==> src/rtl/noc_pkg.sv <==
// noc_pkg: shared widths, word type and per-word send-state encoding for the NoC injector.
package noc_pkg;
  localparam int ADDR_W = 4;
  localparam int DATA_W = 8;
  typedef struct packed {
    logic [ADDR_W-1:0] addr;
    logic [DATA_W-1:0] data;
  } ini_word_t;
  // Encoding is the {a_done, b_done} flag pair; 2'b11 is never stored.
  typedef enum logic [1:0] {
    IDLE   = 2'b00,
    B_SENT = 2'b01,
    A_SENT = 2'b10
  } send_state_t;
endpackage

==> src/rtl/ini_fifo.sv <==
// ini_fifo: synchronous FIFO with wrap-bit pointers and asynchronous active-low reset.
module ini_fifo #(
  parameter int DEPTH = 4,
  parameter int W     = 12
) (
  input  logic         CLK,
  input  logic         _RESET,
  input  logic         push,
  input  logic         pop,
  input  logic [W-1:0] wdata,
  output logic [W-1:0] head,
  output logic         empty,
  output logic         full
);
  localparam int AW = $clog2(DEPTH);
  logic [AW:0]  wptr, rptr;
  logic [W-1:0] mem [DEPTH];
  always_ff @(posedge CLK or negedge _RESET)
    if (!_RESET) begin
      wptr <= '0;
      rptr <= '0;
    end else begin
      if (push) wptr <= wptr + 1'b1;
      if (pop) rptr <= rptr + 1'b1;
    end
  always_ff @(posedge CLK)
    if (push) mem[wptr[AW-1:0]] <= wdata;
  assign head  = mem[rptr[AW-1:0]];
  assign empty = wptr == rptr;
  assign full  = wptr[AW-1:0] == rptr[AW-1:0] && wptr[AW] != rptr[AW];
endmodule

==> src/rtl/ini_injector.sv <==
// ini_injector: buffers PE words and issues each as independent A (address) and B (data) transfers.
module ini_injector #(
  parameter int DEPTH  = 4,
  parameter int ADDR_W = noc_pkg::ADDR_W,
  parameter int DATA_W = noc_pkg::DATA_W,
  parameter int CNT_W  = 8
) (
  input  logic              CLK,
  input  logic              _RESET,
  input  logic              in_valid,
  output logic              in_ready,
  input  logic [ADDR_W-1:0] in_addr,
  input  logic [DATA_W-1:0] in_data,
  output logic              a_valid,
  input  logic              a_ready,
  output logic [ADDR_W-1:0] a_data,
  output logic              b_valid,
  input  logic              b_ready,
  output logic [DATA_W-1:0] b_data,
  output logic [CNT_W-1:0]  sent_cnt,
  output logic              empty,
  output logic              full
);
  import noc_pkg::*;
  send_state_t state, state_nx;
  logic a_hs, b_hs, pop;
  logic [ADDR_W+DATA_W-1:0] head;
  assign in_ready = !full && _RESET;
  ini_fifo #(.DEPTH(DEPTH), .W(ADDR_W + DATA_W)) u_fifo (
    .CLK    (CLK),
    ._RESET (_RESET),
    .push   (in_valid && in_ready),
    .pop    (pop),
    .wdata  ({in_addr, in_data}),
    .head   (head),
    .empty  (empty),
    .full   (full)
  );
  assign {a_data, b_data} = head;
  // A word retires once each half has been accepted, in this edge or an earlier one.
  always_comb begin
    a_valid  = !empty && state != A_SENT;
    b_valid  = !empty && state != B_SENT;
    a_hs     = a_valid && a_ready;
    b_hs     = b_valid && b_ready;
    pop      = !empty && (a_hs || state == A_SENT) && (b_hs || state == B_SENT);
    state_nx = pop ? IDLE : a_hs ? A_SENT : b_hs ? B_SENT : state;
  end
  always_ff @(posedge CLK or negedge _RESET)
    if (!_RESET) begin
      state    <= IDLE;
      sent_cnt <= '0;
    end else begin
      state <= state_nx;
      if (pop) sent_cnt <= sent_cnt + 1'b1;
    end
endmodule

==> config.mk <==
export PLATFORM = sky130hd
export DESIGN_NAME = ini_injector
export DESIGN_NICKNAME = d
export VERILOG_FILES = /design/src/rtl/noc_pkg.sv /design/src/rtl/ini_fifo.sv /design/src/rtl/ini_injector.sv
export SDC_FILE = /design/constraint.sdc
export NUM_CORES = 1
export LEC_CHECK = 0
export BUFFER_PORTS_ARGS = -buffer_cell sky130_fd_sc_hd__buf_2
export CORE_AREA = 2 2 73 75
export DETAILED_ROUTE_END_ITERATION = 12
export DIE_AREA = 0 0 75 77
export PLACE_DENSITY = 0.82
export SLEW_MARGIN = 20
export SYNTH_ARGS = -nofsm -noshare
export SYNTH_HDL_FRONTEND = slang
export SYNTH_SLANG_ARGS = --single-unit
==> constraint.sdc <==
create_clock -name CLK -period 2.3 [get_ports CLK]
set_input_delay 0.345 -clock CLK [delete_from_list [all_inputs] [get_ports CLK]]
set_output_delay 0.345 -clock CLK [all_outputs]
set_load 0.02 [all_outputs]
# Yosys cells after proc, flatten, opt, wreduce, memory -nomap -nowiden

Memories as Yosys holds them, arrays and structs flattened.
Index checks and enable logic that the tools add are counted.

Memories: 1
Bits in registers: 16
Output and inout bits: 25
Word-level logic and storage cells: 34
ROM bits: 0
Bits in latches: 0
Bits of input ports: 17
RAM bits: 48

Add/sub/neg operators: 3
Divide/modulo/power cells: 0
Order comparisons: 0
Equality and inequality tests: 7
Shift operators: 0
Reductions and logical operators: 14
Bitwise logic cells: 0
Multiply operators: 0
Mux-type cells: 5

Memories:

| memory     | words | bits a word | read ports | clocked after Yosys merged registers in | write ports | RTL line       | text |
|---|---|---|---|---|---|---|---|
| u_fifo.mem | 4     | 12          | 1          | 0                                       | 1           | ini_fifo.sv:17 | `logic [W-1:0] mem [DEPTH];` |

Operator list:

| cell                | number |
|---|---|
| $logic_and 1x1->1   | 9 |
| $add 8x1->8 const B | 1 |
| $add 3x1->3 const B | 2 |
| $mux 2              | 3 |
| $eq 3x3->1          | 1 |
| $reduce_bool 3->1   | 1 |
| $eq 2x1->1 const B  | 1 |
| $eq 2x2->1          | 1 |
| $eq 2x2->1 const B  | 1 |
| $logic_not 1->1     | 2 |
| $logic_or 1x1->1    | 2 |
| $mux 1              | 2 |
| $ne 2x1->1 const B  | 1 |
| $ne 2x2->1 const B  | 1 |
| $ne 1x1->1          | 1 |

# Longest topological paths before layout

Gate-level depths: netlist of the first run.

Depth after elaboration: 8
Depth in mapped cells: 7
Mapped depth without buffers: 5

# Cells and area by module

From an unflattened synthesis of the first run, not the netlist that was laid out.

Cells, all modules: 141
Area, all modules: 2646.3 um^2

Modules (own cells, without submodules):

| module       | instances | cells an instance | area each (um^2) |
|---|---|---|---|
| ini_fifo     | 1         | 93                | 2105.8 |
| ini_injector | 1         | 48                | 540.5 |

# Worst setup path before layout of the first run

No wires, ideal clock.

Kind: register to register
Start point: register u_fifo.rptr[0]
End point: memory u_fifo.mem[3][0], enable pin
Required time: 1938 ps
Arrival: 1482 ps
Cell stages (with the launch flop): 5
Path buffers: 1
Path slack: 456 ps
Setup time: 362 ps
Cells stage by stage: dfrtp_1 > buf_2 > xnor2_1 > a31oi_1 > and2_1

Cells in the longest elaborated chain, start to end: 7

Ends and longest elaborated chain:

| element                      | RTL line           | text |
|---|---|---|
| start: declaration           | ini_fifo.sv:16     | `logic [AW:0] wptr, rptr;` |
| start signal: assignment     | ini_fifo.sv:24     | `if (pop) rptr <= rptr + 1'b1;` |
| $eq 2x2->1                   | ini_fifo.sv:30     | `assign full = wptr[AW-1:0] == rptr[AW-1:0] && wptr[AW] != rptr[AW];` |
| $logic_and 1x1->1            | ini_fifo.sv:30     |  |
| $logic_not 1->1              | ini_injector.sv:28 | `assign in_ready = !full && _RESET;` |
| $logic_and 1x1->1            | ini_injector.sv:28 |  |
| $logic_and 1x1->1            | ini_injector.sv:32 | `.push (in_valid && in_ready),` |
| $mux 1                       | ini_fifo.sv:27     | `if (push) mem[wptr[AW-1:0]] <= wdata;` |
| $mux 1 (implied by the code) | ini_fifo.sv:27     |  |
| end: declaration             | ini_fifo.sv:17     |  |

Every way passes these cells.

# Final worst setup path of the first run

Start point: register u_fifo.rptr[0]
End point: output b_data[7]

Cells in the longest elaborated chain, start to end: 1

Ends and longest elaborated chain:

| element          | RTL line           | text |
|---|---|---|
| $mem_v2 4x12     | n/a                |  |
| end: declaration | ini_injector.sv:19 | `output logic [DATA_W-1:0] b_data,` |

Every way passes these cells.

==> results of run 1 <==
[critical path, stage by stage (launching register included)]
cell and delay [ns]:
dfrtp_1 0.36, buf_4 0.29, mux4_2 0.55, buf_2 0.18
[repair_timing]
| action | CTS | global route |
|---|---|---|
| hold buffers | 1 | 0 |
| hold endpoints to repair | 16 | 0 |
| gates resized for setup | 0 | 0 |
[stage by stage]
stage	hold slack [ns]	utilization	cells	power [mW]	instance area, sq um
floorplan	0.0494	-	147	2.89	2640
global placement	0.337	0.596	261	3.33	2960
detailed placement	0.344	0.596	261	3.36	2960
CTS	0.222	0.634	278	4.26	3150
global route	0.225	0.634	278	4.46	3150
finish	0.233	0.634	278	4.21	3150
[per-layer routing]
metal / vias up / global-route usage
li1: 675 / -
met1: 716 / 0.212
met2: 39 / 0.269
met3: 7 / 0.0526
met4: 0 / 0.0643
met5: - / 0
[registers in the layout (all words and copies together) (netlist names)]
name	flops
u_fifo.wptr	3
state	2
u_fifo.mem	48
u_fifo.rptr	3
sent_cnt	8
[kinds of logic after synthesis]
| group | Yosys count |
|---|---|
| flops | 64 |
| simple gates | 21 |
| compound gates | 15 |
| xor+xnor | 15 |
| mux | 14 |
| buf+inv | 12 |
| fa+ha+maj | 6 |
[report_power, final]
| part | internal [mW] | total [mW] | switching (mW) |
|---|---|---|---|
| combinational | 0.669 | 1.66 | 0.989 |
| sequential | 1.49 | 1.67 | 0.175 |
| clock | 0.496 | 0.882 | 0.386 |
| total | 2.66 | 4.21 | 1.55 |
[final cells by class]
type                            count  area, sq um
Multi-Input combinational cell     71          747
Clock inverter                      4         45.0
Inverter                            8         30.0
Fill cell                         365         1820
Timing Repair Buffer               49          268
Clock buffer                       12          135
Sequential cell                    64         1840
Tap cell                           70         87.6
[synthesized netlist by cell type]
master / count / area share
xnor2_1: 5 / 0.017
o21ai_0: 1 / 0.0019
nand3_1: 3 / 0.0057
a21oi_1: 2 / 0.0038
mux2_2: 2 / 0.0085
dfrtp_1: 16 / 0.15
mux4_2: 12 / 0.10
clkbuf_1: 1 / 0.0014
a31oi_1: 3 / 0.0071
xor2_1: 10 / 0.033
a2111oi_2: 1 / 0.0057
a21oi_2: 1 / 0.0033
a2111oi_4: 1 / 0.010
o21ai_2: 1 / 0.0033
nor2_1: 2 / 0.0028
nand4_1: 2 / 0.0047
buf_2: 2 / 0.0038
inv_1: 7 / 0.0099
inv_2: 1 / 0.0014
nand2_1: 4 / 0.0057
ha_1: 6 / 0.028
nand3_2: 1 / 0.0038
buf_6: 1 / 0.0043
and3_1: 1 / 0.0024
edfxtp_1: 48 / 0.55
a211oi_1: 5 / 0.014
and2_1: 5 / 0.012
nor2b_1: 3 / 0.0071
[how the worst max path moves through the flow]
stage / endpoint / depth (start not counted)
after CTS: b_data[7] / 3
after floorplan: u_fifo.mem[3][0]$_DFFE_PP_ / 4
final: b_data[7] / 3
after global placement: u_fifo.mem[3][2]$_DFFE_PP_ / 4
after global routing: b_data[7] / 3
after detailed placement: u_fifo.mem[0][7]$_DFFE_PP_ / 4
==> results.json, run 1 <==
{
  "status": "completed",
  "synthAdderAreaFrac": 0.0284,
  "clock_path_buffers": 2,
  "min_from": "in_data[6]",
  "min_period_over_period": 0.896,
  "hold_end": "u_fifo.mem[2][6]$_DFFE_PP_",
  "ys_ff_latch": 64,
  "synth_cells": 147,
  "grt_usage": 0.168,
  "r2r_cells": 4,
  "path_clk_slew_ns": 0.07,
  "peakVddDrop_mv": 1.19,
  "clock_latency_ns": 0.32,
  "synth_top_family_by_area": "multiplexers",
  "final_common_cell": "edfxtp_1",
  "cts_root_buf": "clkbuf_8",
  "drc": 0,
  "place.gp.congestion": 0.742,
  "antenna_found_initial": 0,
  "post_cts_buffers": 0,
  "detail_route.vias_per_cell": 5.17,
  "dp_slack_ns": 0.427,
  "hold_viol_final": 0,
  "finalNetCount": 226,
  "worst_slew_pin_slew_ns": 0.476,
  "slew_viol_final": 0,
  "start_util": 0.531,
  "met3WireLength_um": 199,
  "hold_path.class": "in -> reg",
  "wl_met2_mm": 2.24,
  "avgSynthCellArea_sq_um": 18.0,
  "grt_overflow": 0,
  "crit_path_end_kind": "output pin",
  "drtAntennaViolNets": 0,
  "layout_common_cells": "edfxtp_1, buf_2, dfrtp_1",
  "wirelength_mm": 4.41,
  "reg2reg_slack_ns": 0.43,
  "synth_simple_gate_area_share": 0.0440,
  "critPathKind": "reg -> out",
  "p_leak_nw": 1.22,
  "r2r-start": "u_fifo.wptr[1]$_DFFE_PN0P_",
  "core_area_sq_mm": 0.00498,
  "dp_hpwl_mm": 3.07,
  "grt_first_pass_wirelength_mm": 7.07,
  "cp.required_ns": 1.96,
  "startpoint": "u_fifo.rptr[0]$_DFFE_PN0P_",
  "die_area_sq_mm": 0.00578,
  "dr.pass1.iters": 4,
  "die_x_um": 75,
  "whs_path_depth": 1,
  "io_buffers": 41,
  "cts_buffers": 9,
  "die_h_um": 77,
  "synth-seq-area-share": 0.697,
  "r2r_end": "u_fifo.mem[1][3]$_DFFE_PP_",
  "num_antenna_cells": 0,
  "grt_setup_unrepaired": "no",
  "fin_worst_skew_ns": 0.00741,
  "synth_compound_area_frac": 0.0497,
  "drive_gt1_frac": 0.389,
  "cts_sinks": 64,
  "cp-start-kind": "register",
  "netlist_area_sq_mm": 0.00264,
  "tritoncts": "done",
  "synth_fp_nets": 170,
  "ios": 42,
  "yosys_warnings": 0,
  "slew_headroom": 0.681,
  "area_delta_synth_final_pct": 19.3,
  "synth_xor_area_frac": 0.0497,
  "avgRoutedWirePerCell_um": 15.9,
  "synth.area.mux_share": 0.111,
  "fin_setup_tns_ns": 0,
  "grt_max_degree": 18,
  "period_minus_slack_ns": 2.06,
  "highest_layer": "met4",
  "rows": 26,
  "worst_slack_ns": 0.239,
  "cts_max_level": 3,
  "setup_violations": 0,
  "power-per-cell-area_mw_per_mm2": 1330,
  "vias": 1437,
  "cp.arrival_ns": 1.72,
  "grt_pass1_vias": 1438,
  "maxCapViolCount": 0,
  "drtIter0Drc": 99,
  "worstPathMaxFanout": 14,
  "fmax_mhz": 485,
  "yosysUniqueCellTypes": 28,
  "wl_met1_mm": 1.90
}
Note: power is estimated with default switching activity, not from simulation.
==> run 2: changes to the inputs <==
--- a/config.mk
+++ b/config.mk
@@ -6,10 +6,12 @@
 export NUM_CORES = 1
 export LEC_CHECK = 0
 export BUFFER_PORTS_ARGS = -buffer_cell sky130_fd_sc_hd__buf_2
-export CORE_AREA = 2 2 73 75
+export CELL_PAD_IN_SITES_DETAIL_PLACEMENT = 1
+export CELL_PAD_IN_SITES_GLOBAL_PLACEMENT = 2
+export CORE_AREA = 2 2 81 83
 export DETAILED_ROUTE_END_ITERATION = 12
-export DIE_AREA = 0 0 75 77
-export PLACE_DENSITY = 0.82
+export DIE_AREA = 0 0 83 85
+export PLACE_DENSITY = 0.88
 export SLEW_MARGIN = 20
 export SYNTH_ARGS = -nofsm -noshare
 export SYNTH_HDL_FRONTEND = slang
==> constraint.sdc (replaced) <==
create_clock -name CLK -period 2.4 [get_ports CLK]
set_input_delay 0.36 -clock CLK [delete_from_list [all_inputs] [get_ports CLK]]
set_output_delay 0.36 -clock CLK [all_outputs]
set_load 0.02 [all_outputs]
==> run 2 against run 1 <==
  * Flip-flop and latch count stayed put
  * Worst setup slack better by 0.062 ns
  * Largest power group is now combinational cells
  * Critical path depth is 2 higher
  * Critical endpoint is now a_valid
  * Highest routed layer unchanged
==> results.json, run 2 (synthesis gave the netlist of run 1 again) <==
{
  "status": "completed",
  "clock_path_buffers": 2,
  "detail_route.vias_per_cell": 5.24,
  "min_period_over_period": 0.875,
  "power-per-cell-area_mw_per_mm2": 1320,
  "peakVddDrop_mv": 0.986,
  "max_stage_delay_ns": 0.43,
  "die_h_um": 85,
  "die_x_um": 83,
  "maxCapViolCount": 0,
  "hold_ws_ns": 0.245,
  "clock_latency_ns": 0.33,
  "crit_slowest_cell": "dfrtp_1",
  "drive_gt1_frac": 0.385,
  "place.gp.congestion": 0.782,
  "ios": 42,
  "final_common_cell": "edfxtp_1",
  "largest_register_ffs": 48,
  "dp_hpwl_mm": 3.66,
  "core_area_sq_mm": 0.00620,
  "crit_family": "flip-flops",
  "crit_path_cell_trace": "xnor2_1 -> nand3_2 -> inv_2 -> nor2_1 -> buf_2",
  "drtAntennaViolNets": 0,
  "cts_root_buf": "clkbuf_8",
  "critPathKind": "reg -> out",
  "dp_slack_ns": 0.482,
  "cp.required_ns": 2.04,
  "rows": 29,
  "num-fill-cells": 577,
  "finalNetCount": 223,
  "path_clk_slew_ns": 0.07,
  "avgRoutedWirePerCell_um": 18.2,
  "hold_viol_final": 0,
  "critPathBufInv": 2,
  "grt_setup_unrepaired": "no",
  "cp.arrival_ns": 1.74,
  "cts_buffers": 9,
  "period_minus_slack_ns": 2.10,
  "grt_pass1_vias": 1607,
  "cts_max_level": 3,
  "io_buffers": 41,
  "drtIter0Drc": 59,
  "num_antenna_cells": 0,
  "cts_sinks": 64,
  "layout_common_cells": "edfxtp_1, buf_2, dfrtp_1",
  "worst_slew_pin_slew_ns": 0.669,
  "worst_slack_ns": 0.301,
  "drc": 0,
  "wirelength_mm": 5.12,
  "vias": 1478,
  "grt_first_pass_wirelength_mm": 8.51,
  "start_util": 0.426,
  "worstPathMaxFanout": 11,
  "slew_viol_final": 0,
  "fin_setup_tns_ns": 0,
  "crit_path_end_kind": "output pin",
  "grt_max_degree": 18,
  "slew_headroom": 0.554,
  "hold_path.class": "in -> reg",
  "antenna_found_initial": 0,
  "setup_violations": 0,
  "p_leak_nw": 1.22,
  "die_area_sq_mm": 0.00706,
  "grt_usage": 0.161,
  "fin_worst_skew_ns": 0.00513,
  "fmax_mhz": 476,
  "dr.pass1.iters": 4,
  "area_delta_synth_final_pct": 19.9,
  "cp-start-kind": "register",
  "tritoncts": "done",
  "grt_overflow": 0
}
==> run 2: per-stage QoR <==
| stage | cell area, sq um | cells | total power [mW] | util |
|---|---|---|---|---|
| 6_report | 3170 | 282 | 4.19 | 0.511 |
| 5_1_grt | 3170 | 282 | 4.44 | 0.511 |
| 4_1_cts | 3170 | 282 | 4.25 | 0.511 |
| 3_5_place_dp | 2950 | 265 | 3.27 | 0.475 |
| 3_3_place_gp | 2950 | 265 | 3.17 | 0.475 |
| 2_1_floorplan | 2640 | 147 | 2.77 | - |
==> run 2: cell type report <==
type,instances,area [sq um],area share
inverter,8,30.0,0.00947
timing repair buffer,46,245,0.0773
tap,77,96.3,0.0304
clock buffer,9,124,0.0391
clock inverter,7,86.3,0.0272
multi-input combinational,71,747,0.236
sequential,64,1840,0.581
==> run 2: power by group <==
part	switching (mW)	internal, mW	total (mW)
Sequential	0.173	1.43	1.60
Combinational	0.980	0.633	1.61
Clock	0.395	0.575	0.970
Total	1.55	2.64	4.19
==> run 2: path summary, 6_finish.rpt <==
path | startpoint | endpoint | slack [ns] | cells past startpoint
setup / recovery | u_fifo.wptr[1]$_DFFE_PN0P_ | a_valid | 0.30 | 5
hold / removal | in_data[1] | u_fifo.mem[2][1]$_DFFE_PP_ | 0.24 | 1
setup reg to reg | u_fifo.wptr[0]$_DFFE_PN0P_ | u_fifo.mem[1][0]$_DFFE_PP_ | 0.51 | 4
hold reg to reg | sent_cnt[7]$_DFFE_PN0P_ | sent_cnt[7]$_DFFE_PN0P_ | 0.46 | 1
max in group asynchronous | _RESET | sent_cnt[7]$_DFFE_PN0P_ | 1.68 | 3
min in group asynchronous | _RESET | state[1]$_DFFE_PN0P_ | 0.54 | 3
==> run 2: routing by layer <==
layer	global-route usage	part of all wire	up-vias
li1	-	-	671
met1	0.189	0.40	753
met2	0.284	0.54	45
met3	0.0496	0.049	9
met4	0.0492	0.012	0
met5	0	0	-
==> run 2: timing repair <==
item                                   4_1_cts  5_1_grt
endpoints found under the hold margin        3        0
resized for setup                            0        0
setup buffers                                0        0
hold buffers                                 1        0
==> run 2: worst reg2reg max path, stage by stage, from the launching register on <==
cell and delay [ns]:
dfrtp_1 0.43, xnor2_1 0.19, a31oi_1 0.18, buf_4 0.16
and2_1 0.56
==> run 3: changes to the inputs <==
--- a/config.mk
+++ b/config.mk
@@ -11,8 +11,9 @@
 export CORE_AREA = 2 2 81 83
 export DETAILED_ROUTE_END_ITERATION = 12
 export DIE_AREA = 0 0 83 85
-export PLACE_DENSITY = 0.88
+export PLACE_DENSITY = 0.87
 export SLEW_MARGIN = 20
 export SYNTH_ARGS = -nofsm -noshare
 export SYNTH_HDL_FRONTEND = slang
+export SYNTH_HIERARCHICAL = 1
 export SYNTH_SLANG_ARGS = --single-unit
==> run 3 against run 2 <==
  * Design area down 1.8%
  * Maximum frequency decreased by 5.9%
  * Area after synthesis about the same
  * Wire length fell by 3.0%
  * Flip-flop and latch count did not move
  * Sequential power about the same
  * Worst hold slack lost 0.0070 ns
  * Critical path depth is the same
  * Non-clock buffer count stayed put
  * Synthesized cell count decreased by 4.1%
  * Core utilization decreased by 0.91 points
  * First-iteration DRC count grew 32%
==> results.json, run 3 <==
{
  "cts_root_buf": "clkbuf_8",
  "grt_setup_unrepaired": "no",
  "fmax_mhz": 448,
  "cts_max_level": 3,
  "grt_pass1_vias": 1548,
  "crit_path_end_kind": "register",
  "p_leak_nw": 1.24,
  "critPathKind": "reg -> reg",
  "pwr-share-comb": 0.406,
  "ios": 42,
  "synth_top_area_cell": "edfxtp_1",
  "yosysMostFrequentCell": "edfxtp_1",
  "netlist_area_sq_mm": 0.00265,
  "synth_cells": 141,
  "status": "completed",
  "grt_first_pass_wirelength_mm": 8.34,
  "synth_top_area_frac": 0.545,
  "cp.arrival_ns": 2.20,
  "clock_path_buffers": 2,
  "power.switching_mw": 1.49,
  "area_delta_synth_final_pct": 17.7,
  "layout_common_cells": "edfxtp_1, buf_2, dfrtp_1",
  "start_util": 0.426,
  "dp_hpwl_mm": 3.56,
  "path_clk_slew_ns": 0.06,
  "tritoncts": "done",
  "cts_sinks": 64,
  "avgRoutedWirePerCell_um": 18.0,
  "yosys_warnings": 6,
  "peakVddDrop_mv": 0.635,
  "grt_overflow": 0,
  "slew_headroom": 0.579,
  "synth_edf_count": 48,
  "die_area_sq_mm": 0.00706,
  "r2r-start": "u_fifo/wptr[0]$_DFFE_PN0P_",
  "synth_top_cells_by_count": "edfxtp_1, dfrtp_1, xor2_1",
  "power_frac_clock": 0.186,
  "maxCapViolCount": 0,
  "worst_slack_ns": 0.170,
  "period_minus_slack_ns": 2.23,
  "startpoint": "u_fifo/wptr[0]$_DFFE_PN0P_",
  "setup_violations": 0,
  "avgSynthCellArea_sq_um": 18.8,
  "place.gp.congestion": 0.805,
  "die_x_um": 83,
  "slew_viol_final": 0,
  "final_common_cell": "edfxtp_1",
  "dr.pass1.iters": 4,
  "grt_max_degree": 17,
  "hold_viol_final": 0,
  "p_sw_frac": 0.380,
  "min_period_over_period": 0.929,
  "min_from": "in_data[0]",
  "rows": 29,
  "synthTopCellsByArea": "edfxtp_1, dfrtp_1, mux4_2",
  "hold_path.class": "in -> reg",
  "ys.flop_type": "edfxtp_1",
  "fin_worst_skew_ns": 0.00429,
  "num_antenna_cells": 0,
  "largest_register_ffs": 48,
  "detail_route.vias_per_cell": 5.08,
  "grt_usage": 0.157,
  "antenna_found_initial": 0,
  "pwr-share-seq": 0.408,
  "clock_latency_ns": 0.33,
  "p_int_mw": 2.42,
  "power-per-cell-area_mw_per_mm2": 1260,
  "drtIter0Drc": 78,
  "cp.required_ns": 2.37,
  "core_area_sq_mm": 0.00620,
  "cts_buffers": 9,
  "ctsResizeCount": 0,
  "fin_setup_tns_ns": 0,
  "synth-seq-area-share": 0.696,
  "ys_ff_latch": 64,
  "drive_gt1_frac": 0.377,
  "worstPathMaxFanout": 12,
  "drc": 0,
  "wirelength_mm": 4.97,
  "yosysUniqueCellTypes": 29,
  "cp-start-kind": "register",
  "drtAntennaViolNets": 0,
  "hold_ws_ns": 0.238,
  "num-fill-cells": 619,
  "vias": 1402,
  "io_buffers": 41,
  "die_h_um": 85,
  "dp_slack_ns": 0.161,
  "synthArstFlopShare": 0.250,
  "finalNetCount": 218,
  "worst_slew_pin_slew_ns": 0.631,
  "synth_fp_nets": 164
}
==> run 3: power by group through the flow <==
stage                     Sequential [mW]  Combinational, mW  Clock [mW]
after floorplan                      1.65               1.11           0
after global placement               1.59               1.54           0
after detailed placement             1.62               1.61           0
after CTS                            1.60               1.62       0.753
after global routing                 1.63               1.71       0.800
final                                1.60               1.59       0.727
==> run 3: cell families (layout without fill, tap and decap cells) <==
family,Yosys count,after routing,share of synthesized area
adders and majority gates,6,6,0.0284
AOI/OAI and AO/OA,10,10,0.0241
DFF,64,64,0.696
muxes,14,14,0.118
xor gates and xnor gates,14,14,0.0463
buffers and inverters,6,64,0.0180
and+or+nand+nor,27,27,0.0695
==> run 3: final cells by class <==
cell class / instances / area [sq um] / area share
inverters: 3 / 11.3 / 0.00362
well taps: 77 / 96.3 / 0.0309
flip-flops and latches: 64 / 1840 / 0.591
multi-input cells: 71 / 768 / 0.247
clock buffers: 9 / 124 / 0.0398
clock inverters: 6 / 27.5 / 0.00884
repair buffers: 46 / 245 / 0.0787
==> run 3: path summary, 6_finish.rpt <==
path	cells past startpoint	to	slack [ns]
min in group asynchronous	3	sent_cnt[2]$_DFFE_PN0P_	0.56
max	5	u_fifo/mem[0][11]$_DFFE_PP_	0.17
max in group asynchronous	3	sent_cnt[6]$_DFFE_PN0P_	1.66
min	1	u_fifo/mem[2][0]$_DFFE_PP_	0.24
max reg2reg	5	u_fifo/mem[0][11]$_DFFE_PP_	0.17
min reg2reg	1	sent_cnt[7]$_DFFE_PN0P_	0.47
==> run 3: per-stage QoR <==
step                      cell area, sq um  total power, mW  instances   util
after floorplan                       2660             2.76        141      -
after global placement                2950             3.13        260  0.476
after detailed placement              2950             3.24        260  0.476
after CTS                             3110             3.97        276  0.502
after global routing                  3110             4.14        276  0.502
final                                 3110             3.91        276  0.502
==> run 3: worst max-delay path: stages (launching register included) <==
cell     delay [ns]
dfrtp_1        0.47
xor2_1         0.29
nor3_2         0.09
nor2b_1        0.16
and2_1         0.27
and2_1         0.58
==> run 3: what timing repair did <==
action | 4_1_cts | 5_1_grt
endpoints found under the hold margin | 11 | 0
hold buffers | 1 | 0
buffers inserted | 0 | 0
==> run 3: per-layer routing <==
layer,vias up,track usage,share of wire
li1,642,-,-
met1,728,0.193,0.43
met2,23,0.258,0.52
met3,9,0.0545,0.033
met4,0,0.0626,0.016
met5,-,0,0
